### src/rtl/rgb_led_serialiser.sv
// Serialises 24-bit RGB words onto a WS2812-style single-wire LED line.
// One-word holding register lets consecutive words go out with no gap; a low latch period closes each frame.
module rgb_led_serialiser #(
  parameter int T0H          = 40,
  parameter int T0L          = 85,
  parameter int T1H          = 80,
  parameter int T1L          = 45,
  parameter int LATCH_CYCLES = 5000
) (
  input  logic        clk,
  input  logic        rst,
  input  logic [23:0] rgb_in,
  input  logic        rgb_valid,
  output logic        rgb_ready,
  input  logic        enable,
  output logic        led_dout,
  output logic        busy,
  output logic        frame_done
);

  typedef enum logic [1:0] {IDLE, HIGH, LOW, LATCH} state_t;

  localparam logic [15:0] T0H_M1   = 16'(T0H - 1);
  localparam logic [15:0] T0L_M1   = 16'(T0L - 1);
  localparam logic [15:0] T1H_M1   = 16'(T1H - 1);
  localparam logic [15:0] T1L_M1   = 16'(T1L - 1);
  localparam logic [15:0] LATCH_M1 = 16'(LATCH_CYCLES - 1);

  state_t      state;
  logic [23:0] hold;
  logic        hold_full;
  logic [23:0] shifter;
  logic [4:0]  bit_cnt;
  logic [15:0] phase;
  logic        accept;
  logic        load;
  logic        hold_full_nxt;

  // LED expects green first, then red, then blue, each MSB first
  function automatic logic [23:0] wire_order(input logic [23:0] c);
    return {c[15:8], c[23:16], c[7:0]};
  endfunction

  function automatic logic [15:0] high_m1(input logic b);
    return b ? T1H_M1 : T0H_M1;
  endfunction

  function automatic logic [15:0] low_m1(input logic b);
    return b ? T1L_M1 : T0L_M1;
  endfunction

  assign accept = rgb_valid && !hold_full;
  assign load   = hold_full && enable &&
                  ((state == IDLE) || (state == LOW && phase == 16'd0 && bit_cnt == 5'd0));
  assign hold_full_nxt = accept || (hold_full && !load);

  always_ff @(posedge clk or posedge rst) begin
    if (rst) begin
      state      <= IDLE;
      hold       <= 24'd0;
      hold_full  <= 1'b0;
      shifter    <= 24'd0;
      bit_cnt    <= 5'd0;
      phase      <= 16'd0;
      led_dout   <= 1'b0;
      rgb_ready  <= 1'b1;
      busy       <= 1'b0;
      frame_done <= 1'b0;
    end else begin
      frame_done <= 1'b0;
      if (accept) hold <= rgb_in;
      hold_full <= hold_full_nxt;
      rgb_ready <= !hold_full_nxt;

      case (state)
        IDLE: begin
          if (load) begin
            shifter  <= wire_order(hold);
            bit_cnt  <= 5'd23;
            phase    <= high_m1(hold[15]);
            led_dout <= 1'b1;
            busy     <= 1'b1;
            state    <= HIGH;
          end
        end
        HIGH: begin
          if (phase == 16'd0) begin
            phase    <= low_m1(shifter[23]);
            led_dout <= 1'b0;
            state    <= LOW;
          end else begin
            phase <= phase - 16'd1;
          end
        end
        LOW: begin
          if (phase != 16'd0) begin
            phase <= phase - 16'd1;
          end else if (bit_cnt != 5'd0) begin
            shifter  <= {shifter[22:0], 1'b0};
            bit_cnt  <= bit_cnt - 5'd1;
            phase    <= high_m1(shifter[22]);
            led_dout <= 1'b1;
            state    <= HIGH;
          end else if (load) begin
            // next word follows immediately, no idle gap on the line
            shifter  <= wire_order(hold);
            bit_cnt  <= 5'd23;
            phase    <= high_m1(hold[15]);
            led_dout <= 1'b1;
            state    <= HIGH;
          end else begin
            phase <= LATCH_M1;
            state <= LATCH;
          end
        end
        LATCH: begin
          if (phase == 16'd0) begin
            frame_done <= 1'b1;
            busy       <= 1'b0;
            state      <= IDLE;
          end else begin
            phase <= phase - 16'd1;
          end
        end
        default: state <= IDLE;
      endcase
    end
  end

endmodule

### config.mk
export PLATFORM = sky130hd
export DESIGN_NAME = rgb_led_serialiser
export DESIGN_NICKNAME = d
export VERILOG_FILES = /design/src/rtl/rgb_led_serialiser.sv
export SDC_FILE = /design/constraint.sdc
export NUM_CORES = 1
export LEC_CHECK = 0
export CAP_MARGIN = 20
export CORE_ASPECT_RATIO = 1.25
export CORE_MARGIN = 1
export CORE_UTILIZATION = 58
export CTS_CLUSTER_SIZE = 30
export DETAILED_ROUTE_END_ITERATION = 8
export PLACE_DENSITY = 0.79
export SYNTH_ARGS = -nofsm -noshare
export SYNTH_HDL_FRONTEND = slang
export SYNTH_SLANG_ARGS = --single-unit
### constraint.sdc
create_clock -name clk -period 3.5 [get_ports clk]
set_input_delay 0.7 -clock clk [delete_from_list [all_inputs] [get_ports clk]]
set_output_delay 0.7 -clock clk [all_outputs]
set_load 0.005 [all_outputs]
After elaboration in Yosys (flattened, before gate mapping). Cells that the tools add are included. W data, S select, Z words.

Add/sub/neg operators: 2. Reduce and logical (&&, ||, !) cells: 24. Multiplexer cells: 34. Eq/ne operators: 8.

Operators by type and width (number): $mux W24 (3); $mux W16 (4); $pmux W16 S4 (1); $pmux W24 S2 (1); $mux W13 (2); $mux W7 (3); $logic_not A16 Y1 (1); $reduce_bool A16 Y1 (1); $sub A16 B1 Y16 const B (1); $mux W5 (3); $mux W2 (6); $ne A2 B2 Y1 const B (5); $pmux W5 S2 (1); $pmux W2 S4 (1); $mux W1 (7); $logic_and A1 B1 Y1 (6); $reduce_and A3 Y1 (2); $logic_not A5 Y1 (1); $reduce_bool A5 Y1 (1); $sub A5 B1 Y5 const B (1); $eq A2 B2 Y1 const B (2); $reduce_and A2 Y1 (2); $reduce_and A4 Y1 (1); $reduce_bool A2 Y1 (2); other kinds (7) (10).

Register bits: 76. Input bits: 28. Word-level logic and storage cells: 78. Output and inout port bits: 4.

Depth between registers and ports, before layout. Gate-level depths: netlist (run 1).

Depth after elaboration: 9. Depth in mapped cells: 10. Gate-level depth less buffers: 8.

Worst setup path before layout (run 1). Ideal clock, no wire load.

Path type: register to register. Start: register state[0]. End: register phase[6]. Stages on the path, launching flop included: 9. Arrival: 1.932 ns. Clock period less this slack: 2.058 ns. Buffers on the path: 2. Path slack: 1.442 ns. Setup time: 0.126 ns. Cell sequence: dfrtp_1 ha_1 buf_2 nor4b_1 nand4_2 and2_1 buf_6 and3_4 a311o_1.

Longest elaborated chain between the ends: 9. Elaborated cells on any way between the ends: 15.

RTL lines: start, declared (RTL line 29) `state_t state;`; start signal, assigned (RTL line 59) `state <= IDLE;`; start signal, assigned (RTL line 83) `state <= HIGH;`; start signal, assigned (RTL line 90) `state <= LOW;`; $eq A2 B2 Y1 (RTL line 54, 75); $logic_and A1 B1 Y1 (2 in series) (RTL line 54) `((state == IDLE) || (state == LOW && phase == 16'd0 && bit_cnt == 5'd0));`; $logic_or A1 B1 Y1 (RTL line 54); $logic_and A1 B1 Y1 (RTL line 53) `assign load = hold_full && enable &&`; $mux W13 (RTL line 104) `end else if (load) begin`; $mux W13 (RTL line 98) `end else if (bit_cnt != 5'd0) begin`; $mux W16 (RTL line 96) `if (phase != 16'd0) begin`; $pmux W16 S4 (RTL line 75) `case (state)`; end signal, assigned (RTL line 97) `phase <= phase - 16'd1;`; end signal, assigned (RTL line 101) `phase <= high_m1(shifter[22]);`; end signal, assigned (RTL line 108) `phase <= high_m1(hold[15]);`; end, declared (RTL line 34) `logic [15:0] phase;`.

Parallel ways exist; a longest one is shown, timed or not. A chain may end at the register's enable or synchronous reset.

Worst setup path in the final report (run 1).
Start: register phase[0]. End: register shifter[12].

Longest elaborated chain between the ends: 9. Elaborated cells on any way between the ends: 12.

RTL lines: start signal, assigned (RTL line 80) `phase <= high_m1(hold[15]);`; start signal, assigned (RTL line 88) `phase <= low_m1(shifter[23]);`; start signal, assigned (RTL line 92) `phase <= phase - 16'd1;`; $logic_not A16 Y1 (RTL line 54); $logic_and A1 B1 Y1 (2 in series) (RTL line 54); $logic_or A1 B1 Y1 (RTL line 54); $logic_and A1 B1 Y1 (RTL line 53); $mux W24 (3 in series); $pmux W24 S2; end signal, assigned (RTL line 78) `shifter <= wire_order(hold);`; end signal, assigned (RTL line 99) `shifter <= {shifter[22:0], 1'b0};`; end signal, assigned (RTL line 106) `shifter <= wire_order(hold);`; end, declared (RTL line 32) `logic [23:0] shifter;`.

Parallel ways exist; a longest one is shown, timed or not. The select of a mux whose other input is x is not followed.

==> impl_results.md, run 1 <==
- Status: complete, no violations
- Register-to-register setup slack: 0.80 ns
- Post-synthesis sequential area ratio: between 40% and 50%
- FMAX: 371 MHz
- Cell Chain, Critical Path: inv_1 -> ha_1 -> nor4b_2 -> nand4_2 -> o22ai_2 -> buf_4 -> o221a_2
- GRT Overall Usage: around a quarter
- DIE WIDTH: 75.8 microns
- Antenna fix cells: 0
- First-pass GRT wire length: 13600 microns
- DRT iter0 DRCs: 204
- Number of global-route vias before repair: approximately 2900
- Core ar.: 0.00657 sq mm
- Chip height: 94.3 microns
- RD Place Congestion: 0.922
- Worst slew pin tran: 0.611 ns
- Clk slew on worst S/H paths: 0.08 ns
- Part of the power in combinational logic: 43.6%
- CTS resizes: 0
- Synth async-reset ratio: 100%
- ANT nets after route: 0
- Setup CP Type: reg2reg
- Internal power: 2.71 mW
- VDD IR max: roughly 0.48 mV
- Wire per inst: 17.4 microns
- Hold Startpoint: hold[12]$_DFFE_PP0P_
- I/O pins: 32
- Starting Density: 60.1%
- H-Tree Depth: 3
- Synth Cell Area: roughly 0.0039 sq mm
- # setup viols final: 0
- Final TNS setup: 0 ns
- EDFF count, synth: 0
- Worst slew margin: just under 60%
- Residual DRC: 0
- Worst endpoint required time: 3.79 ns
- Worst-path maximum fanout: 15
- Top layer used by detailed routing: met4
- FF-to-FF End: shifter[12]$_DFFE_PP0P_
- Crit end category: flip-flop
- Maximum buffer depth of the clock tree: 2
- Nets: 410
- Total number of vias: 2900
- Max stage delay on crit path: 0.59 ns
- Seq cells post-synth: 76
- Reg power frac: 37.7%
- Cells on worst reg2reg path: 7
- CTS buffer count: 9
- CP max-delay cell: o22ai_2
- Yosys top cell area share: 47.5%
- GR Overflow Total: 0
- Initial antenna violation count: 0
- Row count: 33
- Worst Hold Depth: 1
- TritonCTS clock tree: built
- Distinct cells, synth: 69
- DRT Pass-1 Iters: 4
- Share of cells above drive strength 1: 24.3%
- M1 wire length: 3410 microns
- Latest clock arrival within the worst-skew pair: 0.34 ns
- Post-route minimum period: 2.70 ns
- Main synth FF type: dfrtp_1
- Final Hold Vio Count: 0
- Hold_buf cts: 0
- P_sw: roughly 1.6 mW
- Area contributors post-synth: dfrtp_1, mux2_2, o221a_2, nand3b_1, ha_1
- Power density cells: 949 mW/mm^2
- Syn Area/Cell: 11.5 sq um
- Detailed Route WL: 8120 microns
- Num Clock Sinks: 76
- Via/cell ratio: around 6.2
- CTS root buffer: clkbuf_8
- WL met2: about 4200 microns
- RSZ-0062 raised after global routing: false
- Total power: 4.32 mW
- Syn. warnings: 0
- Crit start category: flip-flop
- Post-Syn Instances: 344
- Syn Nets: 380
- Worst Clk Skew: 0.0113 ns
- Min-delay worst type: reg2reg
- CP Data Arrival Time: roughly 3 ns
- Launching point of the worst reg2reg path: phase[0]$_DFFE_PP0P_
- Area Growth Syn to Fin: 15.4%
- Worst Hold End: hold[12]$_DFFE_PP0P_
- Total Die Area: 0.00714 sq mm
- Port-buffer cells: 31
- Final slew viol count: 0
- Switching part of the total power: 37.4%
- Post-CTS setup buffers: 0
- DP Wirelength: 5720 microns
- Met3 routed WL: 319 microns
- Largest net degree at the start of global routing: 37
- Largest area contributor in the netlist: dfrtp_1
- Tcrit/Tclk final: 77.0%
- Clock network power share: a little under a fifth
- Setup crit start: phase[0]$_DFFE_PP0P_
- Maxcap violations: 0
- Pleak: 1.87 nW
- # fillers: 501
-- worst max-delay path: cells and delay by family, from the launching register on --
kind	cells	cell delay, ns
AOI/OAI and AO/OA	2	0.80
adders and majority gates	1	0.15
buffers and inverters	2	0.44
DFF	1	0.42
and+or+nand+nor	2	0.81
-- registers in the layout, summed over array words and instances (netlist names) --
signal	count
frame_done	1
shifter	24
hold_full	1
state	2
bit_cnt	5
busy	1
led_dout	1
rgb_ready	1
phase	16
hold	24
-- layout by cell type, fill, tap and decap left out, types with 3 or more instances in the layout --
cell type         n
nor2_1           17
a21oi_1          14
xnor2_1           3
o21a_1            3
mux2_2           24
o221a_1           6
nand3b_1         23
nor4_1            6
xor2_1            4
o221a_2          16
bufinv_16         3
nor3_1            9
o2bb2ai_1         3
nand3_1           6
clkbuf_8          9
o21ai_1           5
nand2_1          16
buf_4             8
clkdlybuf4s50_1  31
dfrtp_1          75
ha_1              8
o21ai_0          15
inv_1            12
-- area by class of cell --
cell class                 instances  area, sq um  area share (%)
clock inverter                     7          123            2.69
clock buffer                       9          124            2.72
sequential                        76         1900            41.8
timing repair buffer              40          390            8.57
inverter                          14         52.6            1.15
multi-input combinational        233         1860            40.7
tap                               87          109            2.39
-- through the flow --
step | instance area [sq um] | util, % | instances | hold slack [ns] | setup slack, ns
CTS | 4560 | 69.4 | 466 | 0.505 | 0.828
detailed placement | 4310 | 65.7 | 450 | 0.487 | 0.829
finish | 4560 | 69.4 | 466 | 0.501 | 0.803
floorplan | 3950 | - | 344 | 0.465 | 0.863
global placement | 4310 | 65.7 | 450 | 0.482 | 0.951
global route | 4560 | 69.4 | 466 | 0.513 | 0.517
-- cell usage after synthesis (3+ instances only) --
| cell | number |
|---|---|
| xor2_1 | 4 |
| o21ai_1 | 5 |
| a21oi_1 | 14 |
| nand3_1 | 6 |
| xnor2_1 | 3 |
| buf_6 | 4 |
| o21ai_0 | 15 |
| buf_2 | 6 |
| ha_1 | 8 |
| nand2_1 | 16 |
| nor3_1 | 9 |
| o21a_1 | 3 |
| clkbuf_1 | 8 |
| dfrtp_1 | 75 |
| o221a_2 | 16 |
| nor4_1 | 6 |
| mux2_2 | 24 |
| o2bb2ai_1 | 3 |
| nand3b_1 | 23 |
| o221a_1 | 6 |
| nor2_1 | 17 |
| inv_1 | 13 |
-- power groups by stage --
stage               Clock (mW)  Sequential, mW  Combinational, mW
finish                   0.809            1.63               1.88
global route             0.861            1.68               2.06
CTS                      0.829            1.63               1.89
detailed placement           0            1.63               1.87
global placement             0            1.62               1.82
floorplan                    0            1.53               1.52
-- cells by family after synthesis --
group / after synthesis / synth area share (%)
multiplexers: 24 / 6.84
flip-flops: 76 / 48.2
AO/OA/AOI/OAI: 89 / 18.0
adder cells (fa/ha/maj): 8 / 2.53
AND/OR/NAND/NOR: 105 / 17.8
XOR/XNOR: 7 / 1.55
buffers and inverters: 35 / 5.04
-- layer usage --
metal / up-vias / track usage [%]
met5: - / 0
met4: 0 / 11.0
met3: 12 / 3.33
met2: 90 / 43.3
met1: 1444 / 31.5
li1: 1354 / -
-- how the worst max path moves through the flow --
stage	end	slack, ns	cells past startpoint
4_1_cts	shifter[12]$_DFFE_PP0P_	0.83	7
3_5_place_dp	shifter[12]$_DFFE_PP0P_	0.83	7
3_3_place_gp	shifter[11]$_DFFE_PP0P_	0.95	7
5_1_grt	bit_cnt[3]$_DFFE_PP0P_	0.52	7
2_1_floorplan	bit_cnt[0]$_DFFE_PP0P_	0.86	1
6_report	shifter[12]$_DFFE_PP0P_	0.80	7
Note: power is estimated with default switching activity, not from simulation.
==> run 2: changes to the inputs <==
CORE_UTILIZATION = 52   (was 58)
PLACE_DENSITY = 0.74   (was 0.79)
clock period = 2.3 ns   (was 3.5 ns; I/O delays follow)
==> impl_results.md, run 2 (same netlist as run 1, synthesis figures left out) <==
- Status: complete, no violations
- Latest clock arrival within the worst-skew pair: roughly 0.35 ns
- Wire per inst: around 18 microns
- GRT Overall Usage: 24.3%
- CTS buffer count: 9
- Setup CP Type: reg2reg
- Post-route minimum period: 2.19 ns
- Maximum buffer depth of the clock tree: 2
- I/O pins: 32
- Number of global-route vias before repair: approximately 3000
- Min-delay worst type: in2async
- DRT Pass-1 Iters: 4
- ANT nets after route: 0
- Num Clock Sinks: 76
- Area Growth Syn to Fin: 21.5%
- Dpl cells: 472
- Largest registers: hold: 24 flops, shifter: 24 flops, phase: 16 flops
- Final TNS setup: 0 ns
- Crit end category: flip-flop
- Nets: 432
- Via/cell ratio: 6.09
- Worst Clk Skew: 0.0128 ns
- GR Overflow Total: 0
- Commonest non-fill, non-tap cells in the layout: dfrtp_1, clkdlybuf4s50_1, mux2_2, nand3b_1, buf_4
- CTS root buffer: clkbuf_8
- Hold_buf cts: 0
- Chip height: 99.4 microns
- Port-buffer cells: 31
- # setup viols final: 0
- CP Data Arrival Time: 2.43 ns
- Setup crit start: phase[10]$_DFFE_PP0P_
- Launching point of the worst reg2reg path: phase[10]$_DFFE_PP0P_
- Share of cells above drive strength 1: 28.2%
- Starting Density: around 54%
- Worst slew pin tran: 0.518 ns
- Most common cell after layout, fill and taps aside: dfrtp_1
- Tcrit/Tclk final: 95.2%
- Largest net degree at the start of global routing: 44
- Worst endpoint required time: around 2.5 ns
- Cell Count, Final, Fillers Out: 493
- FMAX: 457 MHz
- DP Wirelength: a little over 6000 microns
- Power density cells: 1450 mW/mm^2
- Worst-path maximum fanout: 13
- RD Place Congestion: 0.867
- RSZ-0062 raised after global routing: false
- Final Hold Vio Count: 0
- VDD IR max: ~0.77 mV
- Core ar.: between 0.007 and 0.008 sq mm
- Initial antenna violation count: 0
- Worst Hold Slack: 0.462 ns
- DIE WIDTH: 79.9 microns
- Clk slew on worst S/H paths: 0.08 ns
- Total Die Area: 0.00795 sq mm
- Maxcap violations: 0
- DRT iter0 DRCs: 184
- Detailed Route WL: around 9000 microns
- Residual DRC: 0
- Worst slew margin: 65.5%
- TritonCTS clock tree: built
- Crit start category: flip-flop
- Row count: 35
- H-Tree Depth: 3
- Antenna fix cells: 0
- Pleak: 1.96 nW
- Total number of vias: 3001
- Final slew viol count: 0
- First-pass GRT wire length: 14700 microns
-- run 2: stage by stage --
step                total power [mW]  utilization, %  worst slack (ns)  area (sq um)
finish                          6.98            65.2             0.111          4800
global placement                5.53            61.1             0.195          4500
global route                    7.42            65.2            0.0336          4800
floorplan                       4.64               -             0.242          3950
detailed placement              5.67            61.1            0.0285          4500
CTS                             6.80            64.1            0.0402          4710
-- run 2: worst max-delay path, stage by stage (launching register included) --
cell and delay [ns]:
dfrtp_1 0.43, nor3_1 0.41, buf_4 0.22, and4_4 0.31, nand3_2 0.30, o221a_2 0.40
-- run 2: final cells by class --
cell class | instances | area, sq um
inverters | 14 | 56.3
repair buffers | 60 | 608
clock buffers | 10 | 128
well taps | 92 | 115
fillers | 591 | 2560
clock inverters | 6 | 88.8
flip-flops and latches | 76 | 1900
multi-input cells | 235 | 1900
-- run 2: worst paths after layout --
| check | end | slack, ns | cells after the start |
|---|---|---|---|
| min | hold[7]$_DFFE_PP0P_ | 0.46 | 2 |
| max in group asynchronous | rgb_ready$_DFF_PP1_ | 1.23 | 3 |
| min reg2reg | hold[12]$_DFFE_PP0P_ | 0.50 | 1 |
| max reg2reg | shifter[15]$_DFFE_PP0P_ | 0.11 | 5 |
| min in group clk | hold[12]$_DFFE_PP0P_ | 0.50 | 1 |
| max | shifter[15]$_DFFE_PP0P_ | 0.11 | 5 |
-- run 2: what timing repair did --
item | CTS | global route
pin swaps | 0 | 2
buffers inserted | 0 | 2
gates resized for setup | 1 | 3
gates cloned | 0 | 3
endpoints found under the setup margin | 1 | 29
-- run 2: report_power, final --
part | internal (mW) | switching [mW] | leakage [nW]
registers | 1.97 | 0.486 | 0.895
logic | 1.74 | 1.68 | 0.964
clock network | 0.611 | 0.481 | 0.102
total | 4.33 | 2.65 | 1.96
-- run 2: metal layers --
layer / track usage, % / wire length [microns]
met5: 0 / 0
met4: 8.52 / 140
met2: 41.9 / 4870
met1: 29.8 / 3700
met3: 5.60 / 322
